`src/rtl/seq_det_pkg.sv`:
```
// rtl/seq_det_pkg.sv - shared constants and elaboration-time helpers for seq_det_param
package seq_det_pkg;

  localparam int MAX_W = 16;

  localparam logic [3:0] PAT_1010 = 4'b1010;
  localparam logic [3:0] PAT_1011 = 4'b1011;
  localparam logic [3:0] PAT_0110 = 4'b0110;

  function automatic int state_w(input int width);
    return (width > 2) ? $clog2(width) : 1;
  endfunction

  // Longest prefix of pattern (first bit at [width-1]) that is a suffix of the
  // clen-bit candidate (most recent bit at cand[0]).
  function automatic int match_len(input logic [15:0] pattern, input int width,
                                   input logic [15:0] cand, input int clen);
    int   best;
    logic ok;
    best = 0;
    for (int k = 1; k <= MAX_W; k++) begin
      if (k <= clen && k <= width) begin
        ok = 1'b1;
        for (int i = 0; i < MAX_W; i++) begin
          if (i < k && pattern[4'(width - 1 - i)] != cand[4'(k - 1 - i)]) ok = 1'b0;
        end
        if (ok) best = k;
      end
    end
    return best;
  endfunction

  // Longest proper prefix of pattern that is also its suffix.
  function automatic int fail_len(input logic [15:0] pattern, input int width);
    return match_len(pattern, width, pattern, width - 1);
  endfunction

endpackage

```
`src/rtl/seq_det_next.sv`:
```
// rtl/seq_det_next.sv - combinational next-state and match function of the detector
module seq_det_next
  import seq_det_pkg::*;
#(
  parameter int               PAT_W   = 4,
  parameter logic [PAT_W-1:0] PATTERN = PAT_1010,
  parameter bit               OVERLAP = 1'b1,
  localparam int              SW      = state_w(PAT_W)
) (
  input  logic [SW-1:0] state,
  input  logic          x,
  output logic [SW-1:0] next_state,
  output logic          hit
);

  localparam logic [15:0] PAT16    = 16'(PATTERN);
  localparam int          FAIL_LEN = fail_len(PAT16, PAT_W);

  logic [15:0] cand;

  always_comb begin
    cand       = ((PAT16 >> (PAT_W - int'(state))) << 1) | 16'(x);
    hit        = 1'b0;
    next_state = '0;
    // The prefix is already matched, so a full match only needs the last bit.
    if (int'(state) == PAT_W - 1 && x == PATTERN[0]) begin
      hit        = 1'b1;
      next_state = OVERLAP ? SW'(FAIL_LEN) : '0;
    end else begin
      next_state = SW'(match_len(PAT16, PAT_W, cand, int'(state) + 1));
    end
  end

endmodule

```
`src/rtl/seq_det_param.sv`:
```
// rtl/seq_det_param.sv - parameterised serial pattern detector; SEQ_DET_CNT_EN adds a match counter
module seq_det_param
  import seq_det_pkg::*;
#(
  parameter int               PAT_W   = 4,
  parameter logic [PAT_W-1:0] PATTERN = PAT_1010,
  parameter bit               OVERLAP = 1'b1,
  parameter int               CNT_W   = 8
) (
  input  logic                     clk,
  input  logic                     rst,
  input  logic                     x,
  input  logic                     en,
  output logic                     z,
  output logic [CNT_W-1:0]         match_cnt,
  output logic [state_w(PAT_W)-1:0] prefix_len
);

  localparam int SW = state_w(PAT_W);

  logic [SW-1:0] state;
  logic [SW-1:0] next_state;
  logic          hit;

  seq_det_next #(
    .PAT_W  (PAT_W),
    .PATTERN(PATTERN),
    .OVERLAP(OVERLAP)
  ) u_next (
    .state     (state),
    .x         (x),
    .next_state(next_state),
    .hit       (hit)
  );

  always_ff @(posedge clk) begin
    if (rst) begin
      state <= '0;
      z     <= 1'b0;
    end else if (en) begin
      state <= next_state;
      z     <= hit;
    end else begin
      z     <= 1'b0;
    end
  end

  assign prefix_len = state;

`ifdef SEQ_DET_CNT_EN
  logic [CNT_W-1:0] cnt;

  always_ff @(posedge clk) begin
    if (rst) begin
      cnt <= '0;
    end else if (en && hit && cnt != {CNT_W{1'b1}}) begin
      cnt <= cnt + 1'b1;
    end
  end

  assign match_cnt = cnt;
`else
  assign match_cnt = '0;
`endif

endmodule

```
`config.mk`:
```
export PLATFORM = sky130hd
export DESIGN_NAME = seq_det_param
export DESIGN_NICKNAME = d
export VERILOG_FILES = /design/src/rtl/seq_det_pkg.sv /design/src/rtl/seq_det_next.sv /design/src/rtl/seq_det_param.sv
export SDC_FILE = /design/constraint.sdc
export NUM_CORES = 1
export LEC_CHECK = 0
export ABC_AREA = 0
export CAP_MARGIN = 15
export CORE_AREA = 2 2 39 41
export CTS_CLUSTER_DIAMETER = 150
export DETAILED_ROUTE_END_ITERATION = 10
export DIE_AREA = 0 0 41 43
export SLEW_MARGIN = 30
export SYNTH_ARGS = -nofsm -noshare
export SYNTH_HDL_FRONTEND = slang
export SYNTH_SLANG_ARGS = --single-unit
```
`constraint.sdc`:
```
create_clock -name clk -period 0.81 [get_ports clk]
set_input_delay 0.081 -clock clk [delete_from_list [all_inputs] [get_ports clk]]
set_output_delay 0.081 -clock clk [all_outputs]
set_load 0.005 [all_outputs]
```
; Yosys cells after proc, flatten, opt, wreduce, memory -nomap -nowiden
; Index checks and enable logic that the tools add are counted.
[totals]
ff_bits = 3
in_bits = 4
[op_classes]
addsub = 2
magnitude_cmp = 4
eq_ne = 1
shifts = 1
n_mux = 28
bitwise_logic = 3
n_reduce_logical = 2
[op_table]
columns = op, n
row1 = $le 3x32->1 const A, 2
row2 = $le 2x32->1 const A, 1
row3 = $le 4x32->1 const A, 1
row4 = $shr 4x32->3 const A, 1
row5 = $mux 1, 21
row6 = $mux 2, 7
row7 = $or 4x1->4, 1
row8 = $sub 3x2->4 const A, 1
row9 = $add 2x1->3 const B, 1
row10 = $eq 2x1->1 const B, 1
row11 = $not 1->1, 2
row12 = $reduce_or 2->1, 1
row13 = $logic_and 1x1->1, 1

; Logic depth before layout (Yosys ltp)
[logic_depth]
word_depth = 15
mapped_depth = 3
mapped_depth_nobuf = 3

; By module
; From an unflattened synthesis, not the netlist that was laid out.
[hier_totals]
hier_cells = 22
hier_area_um2 = 193.9
[modules_own_cells]
columns = mod, n_inst, cells_each, area_each_um2, seq_area_each_um2
row1 = seq_det_param, 1, 17, 161.4, 60.1
row2 = seq_det_next, 1, 5, 32.5, 0.0

; Worst setup path before layout
; OpenSTA, ideal clock, no wires.
[synth_path]
kind = flip-flop to flip-flop
startpoint = register state[0] (netlist: prefix_len[0])
endpoint = register state[1] (netlist: prefix_len[1])
setup_ns = 0.120
t_arrival_ns = 0.573
slack_ns = 0.117
stages_incl_launch_ff = 4
path_buffers = 0
period_less_slack_ns = 0.693
path_cell_list = dfxtp_1 > nor2b_1 > o21ai_1 > a21oi_1
[synth_via]
elab_chain_cells = 14
elab_cells_between_ends = 31
cone_classes = add/sub: 2 / order compare: 3 / eq/ne: 1 / shift: 1 / mux: 22 / bitwise: 1 / reduce/logical: 1
[synth_rtl]
columns = element, line
row1 = from (decl), seq_det_param.sv:21  ; logic [SW-1:0] state;
row2 = from (signal assigned), seq_det_param.sv:41  ; state <= next_state;
row3 = $sub 3x2->4, seq_det_next.sv:22  ; cand = ((PAT16 >> (PAT_W - int'(state))) << 1) | 16'(x);
row4 = $shr 4x32->3, seq_det_next.sv:22
row5 = $or 4x1->4, seq_det_next.sv:22
row6 = $mux 1 (2 in series), seq_det_pkg.sv:25  ; if (i < k && pattern[4'(width - 1 - i)] != cand[4'(k - 1 - i)]) ok = 1'b0;
row7 = $mux 1, seq_det_pkg.sv:22  ; if (k <= clen && k <= width) begin
row8 = $mux 1, seq_det_next.sv:26  ; if (int'(state) == PAT_W - 1 && x == PATTERN[0]) begin
row9 = $mux 2, seq_det_pkg.sv:27  ; if (ok) best = k;
row10 = $mux 2, seq_det_pkg.sv:22
row11 = $mux 2, seq_det_pkg.sv:27
row12 = $mux 2, seq_det_pkg.sv:22
row13 = $mux 2, seq_det_pkg.sv:27
row14 = $mux 2, seq_det_pkg.sv:22
row15 = $mux 2 (*), seq_det_next.sv:26
; Mark *: on every way between the ends. The rest lies on a longest branch, timed or not. The select of a mux whose other input is x is not followed.
; A chain may end at the register's enable or synchronous reset.

; Final worst setup path
[layout_path]
startpoint = register state[0] (netlist: prefix_len[0])
endpoint = register z
[layout_via]
elab_chain_cells = 3
[layout_rtl]
columns = element, line
row1 = $eq 2x1->1, seq_det_next.sv:26
row2 = $logic_and 1x1->1, seq_det_next.sv:26
row3 = $mux 1, seq_det_next.sv:26
row4 = to (signal assigned), seq_det_param.sv:42  ; z <= hit;
row5 = to (decl), seq_det_param.sv:14  ; output logic z,
; No other way between the ends.

==> results.cfg <==
[power_and_ir_drop]
clkPwrFrac_pct = 56.1
peakVddDrop_v = 0.000622
pwr-share-comb_pct = 11.2
powerDensity_nw_per_um2 = 1830
p_leak_uw = 0.000126
netSwitchingFraction_pct = 22.9
seqPwrFrac_pct = 32.7
p_int_uw = 368
power_uw = 477
p_sw_uw = 109

[setup_path]
crit_required_ps = 970
slowest_stage = dfxtp_2
worstPathCellList = buf_6 -> nand3b_1 -> nor3b_2
critical_path_arrival_ps = 950
worstSetupPathType = flip-flop to flip-flop
crit_path_max_incr_delay_ps = 320
cp_max_fo = 3
r2r-start = prefix_len[0]
worst_setup_path_end_kind = flip-flop
cp-start-kind = flip-flop
rrSetupSlack_ps = 20
r2r_cells = 3
crit_start = prefix_len[0]
r2r_end = z

[route]
postRouteWirelength_um = 303
wl_per_cell_um = 6.45
firstDrtPassIters = 2
detail-route-antenna-nets = 0
num_vias = 145
drt-initial-drc-count = 1
drc_errors = 0
vias_per_cell = 3.09

[global_route]
grt_pass1_vias = 131
grt_use_total_pct = 5.62
grt_max_degree = 4
grt_pass1_wl_um = 538
gr-total-overflow = 0
antenna_found_initial = 0

[place]
numPortBuffers = 6
hpwl_um = 205
pre_cts_ws_ps = -165
placed_area_sq_um = 231
place_congestion = 0.574

[synthesis]
ys_ff_latch = 3
synth_top_family_by_area = buffers and inverters
syn-cell-area_sq_um = 178
seq_area_frac_synth_pct = 33.8
avgSynthCellArea_sq_um = 8.88
async_flop_share_pct = 0
synthAdderAreaFrac_pct = 0
synth_commonest_cells = 8 x buf_4, 3 x dfxtp_1
synth_compound_area_share_pct = 5.63
syn_inst = 20
synth_cell_types = 11
synth_top_area_share_pct = 33.8
synth_edf_count = 0
synth_xor_area_share_pct = 0
synth_top_area_cell = dfxtp_1
synthFlopType = dfxtp_1
yosys_warnings = 0
synthSimpleGateAreaFrac_pct = 16.9
synth_most_common_cell = buf_4
synth_mux_area_share_pct = 5.63
synthTopCellsByArea = dfxtp_1 34%, buf_4 34%, nor3b_2 7.0%

[min_path]
holdPathEnd = prefix_len[0]
worstHoldStart = rst
hold_path.class = input port to flip-flop
hold_depth = 2

[final_layout]
multiInputGateArea_sq_um = 82.6
final_area_sq_um = 260
num_antenna_cells = 0
drive_above_1_share_pct = 41.9
ff_latch_area_sq_um = 63.8
nets = 36
fill_cells = 159
postLayoutCoreUtil_pct = 18.8
area_growth_syn_to_layout_pct = 46.5

[sta]
finalMaxSlewViolations = 0
skew_ps = 2.43
report.final.hold_viol_count = 0
post-route-period-util_pct = 97.4
fin_crit_ps = 789
grt_setup_unrepaired = yes
setup_viol = 0
fmax_mhz = 1270
hold_slack_ps = 454
fin_ws_ps = 21.3

[clocking]
worstSkewPairLatency_ps = 240
clkSinkCount = 3
cts_root_buffer = clkbuf_4
cts_buffer_depth = 2
cts_hold_buf = 0
path_clk_slew_ps = 40
cts_tree = built
cts_max_level = 1
numCtsBuffers = 3

[floorplanning]
die-area_sq_um = 1760
ioPinCount = 15
die_h_um = 43
placement_rows = 14
die_w_um = 41
coreArea_sq_um = 1380
start_util_pct = 12.8

[outcome]
status = completed

[job]
max_cap_violations = 0
-- registers in the layout, indices dropped and copies added (netlist names) --
name	flops
prefix_len	2
z	1
-- repair_timing --
| action | in CTS | in global routing |
|---|---|---|
| setup endpoints to repair | 3 | 2 |
| cloned | 0 | 0 |
| buffers inserted | 1 | 0 |
| resized for setup | 15 | 2 |
| pin swaps | 1 | 1 |
-- power groups by stage --
stage,Combinational (uW),Sequential (uW),Clock (uW)
2_1_floorplan,46.5,159,0
3_3_place_gp,47.5,158,0
3_5_place_dp,48.4,159,0
4_1_cts,50.2,155,283
5_1_grt,61.6,156,300
6_report,53.4,156,268
-- worst max-delay path, delay by kind of cell, from the launching register on --
family | cells | cell delay, ps
flops | 1 | 320
simple gates | 2 | 290
buf+inv | 1 | 100
-- worst max-delay path by stage --
stage                     to  depth (start not counted)
4_1_cts        prefix_len[1]                          4
3_3_place_gp   prefix_len[1]                          4
2_1_floorplan  prefix_len[1]                          3
6_report                   z                          3
3_5_place_dp   prefix_len[1]                          4
5_1_grt                    z                          3
-- cells in the final DEF (no fill, tap or decap) --
cell | synthesis | layout
a21oi_1 | 1 | 1
buf_2 | 0 | 3
buf_4 | 8 | 1
buf_6 | 0 | 1
clkbuf_1 | 0 | 1
clkbuf_4 | 0 | 3
clkdlybuf4s50_1 | 0 | 3
conb_1 | 1 | 8
dfxtp_2 | 0 | 3
inv_1 | 1 | 1
mux2i_1 | 1 | 1
nand3b_1 | 1 | 1
nor2_1 | 1 | 1
nor2b_2 | 0 | 1
nor3b_2 | 1 | 1
o21ai_1 | 1 | 1
-- metal layers --
metal	share of wire, %	up-vias	global-route usage [%]
li1	-	69	-
met1	40	62	5.14
met2	40	12	5.00
met3	18	2	6.28
met4	2.6	0	8.00
met5	0	-	0
-- layout make-up --
class | count | area share [%]
well taps | 16 | 7.69
clock buffers | 4 | 10.1
multi-input cells | 15 | 31.7
flip-flops and latches | 3 | 24.5
inverters | 1 | 1.44
repair buffers | 8 | 24.5
-- cell families (layout without fill, tap and decap cells) --
family | after synthesis | count (layout)
buf+inv | 9 | 13
simple gates | 4 | 4
flops | 3 | 3
compound gates | 2 | 2
other cells | 1 | 8
mux | 1 | 1
-- through the flow --
stage,cells,setup TNS [ps]
3_3_place_gp,42,-666
6_report,47,0
3_5_place_dp,42,-737
2_1_floorplan,27,0
4_1_cts,47,0
5_1_grt,47,-40.2
Power figures use the tool's default switching activity.
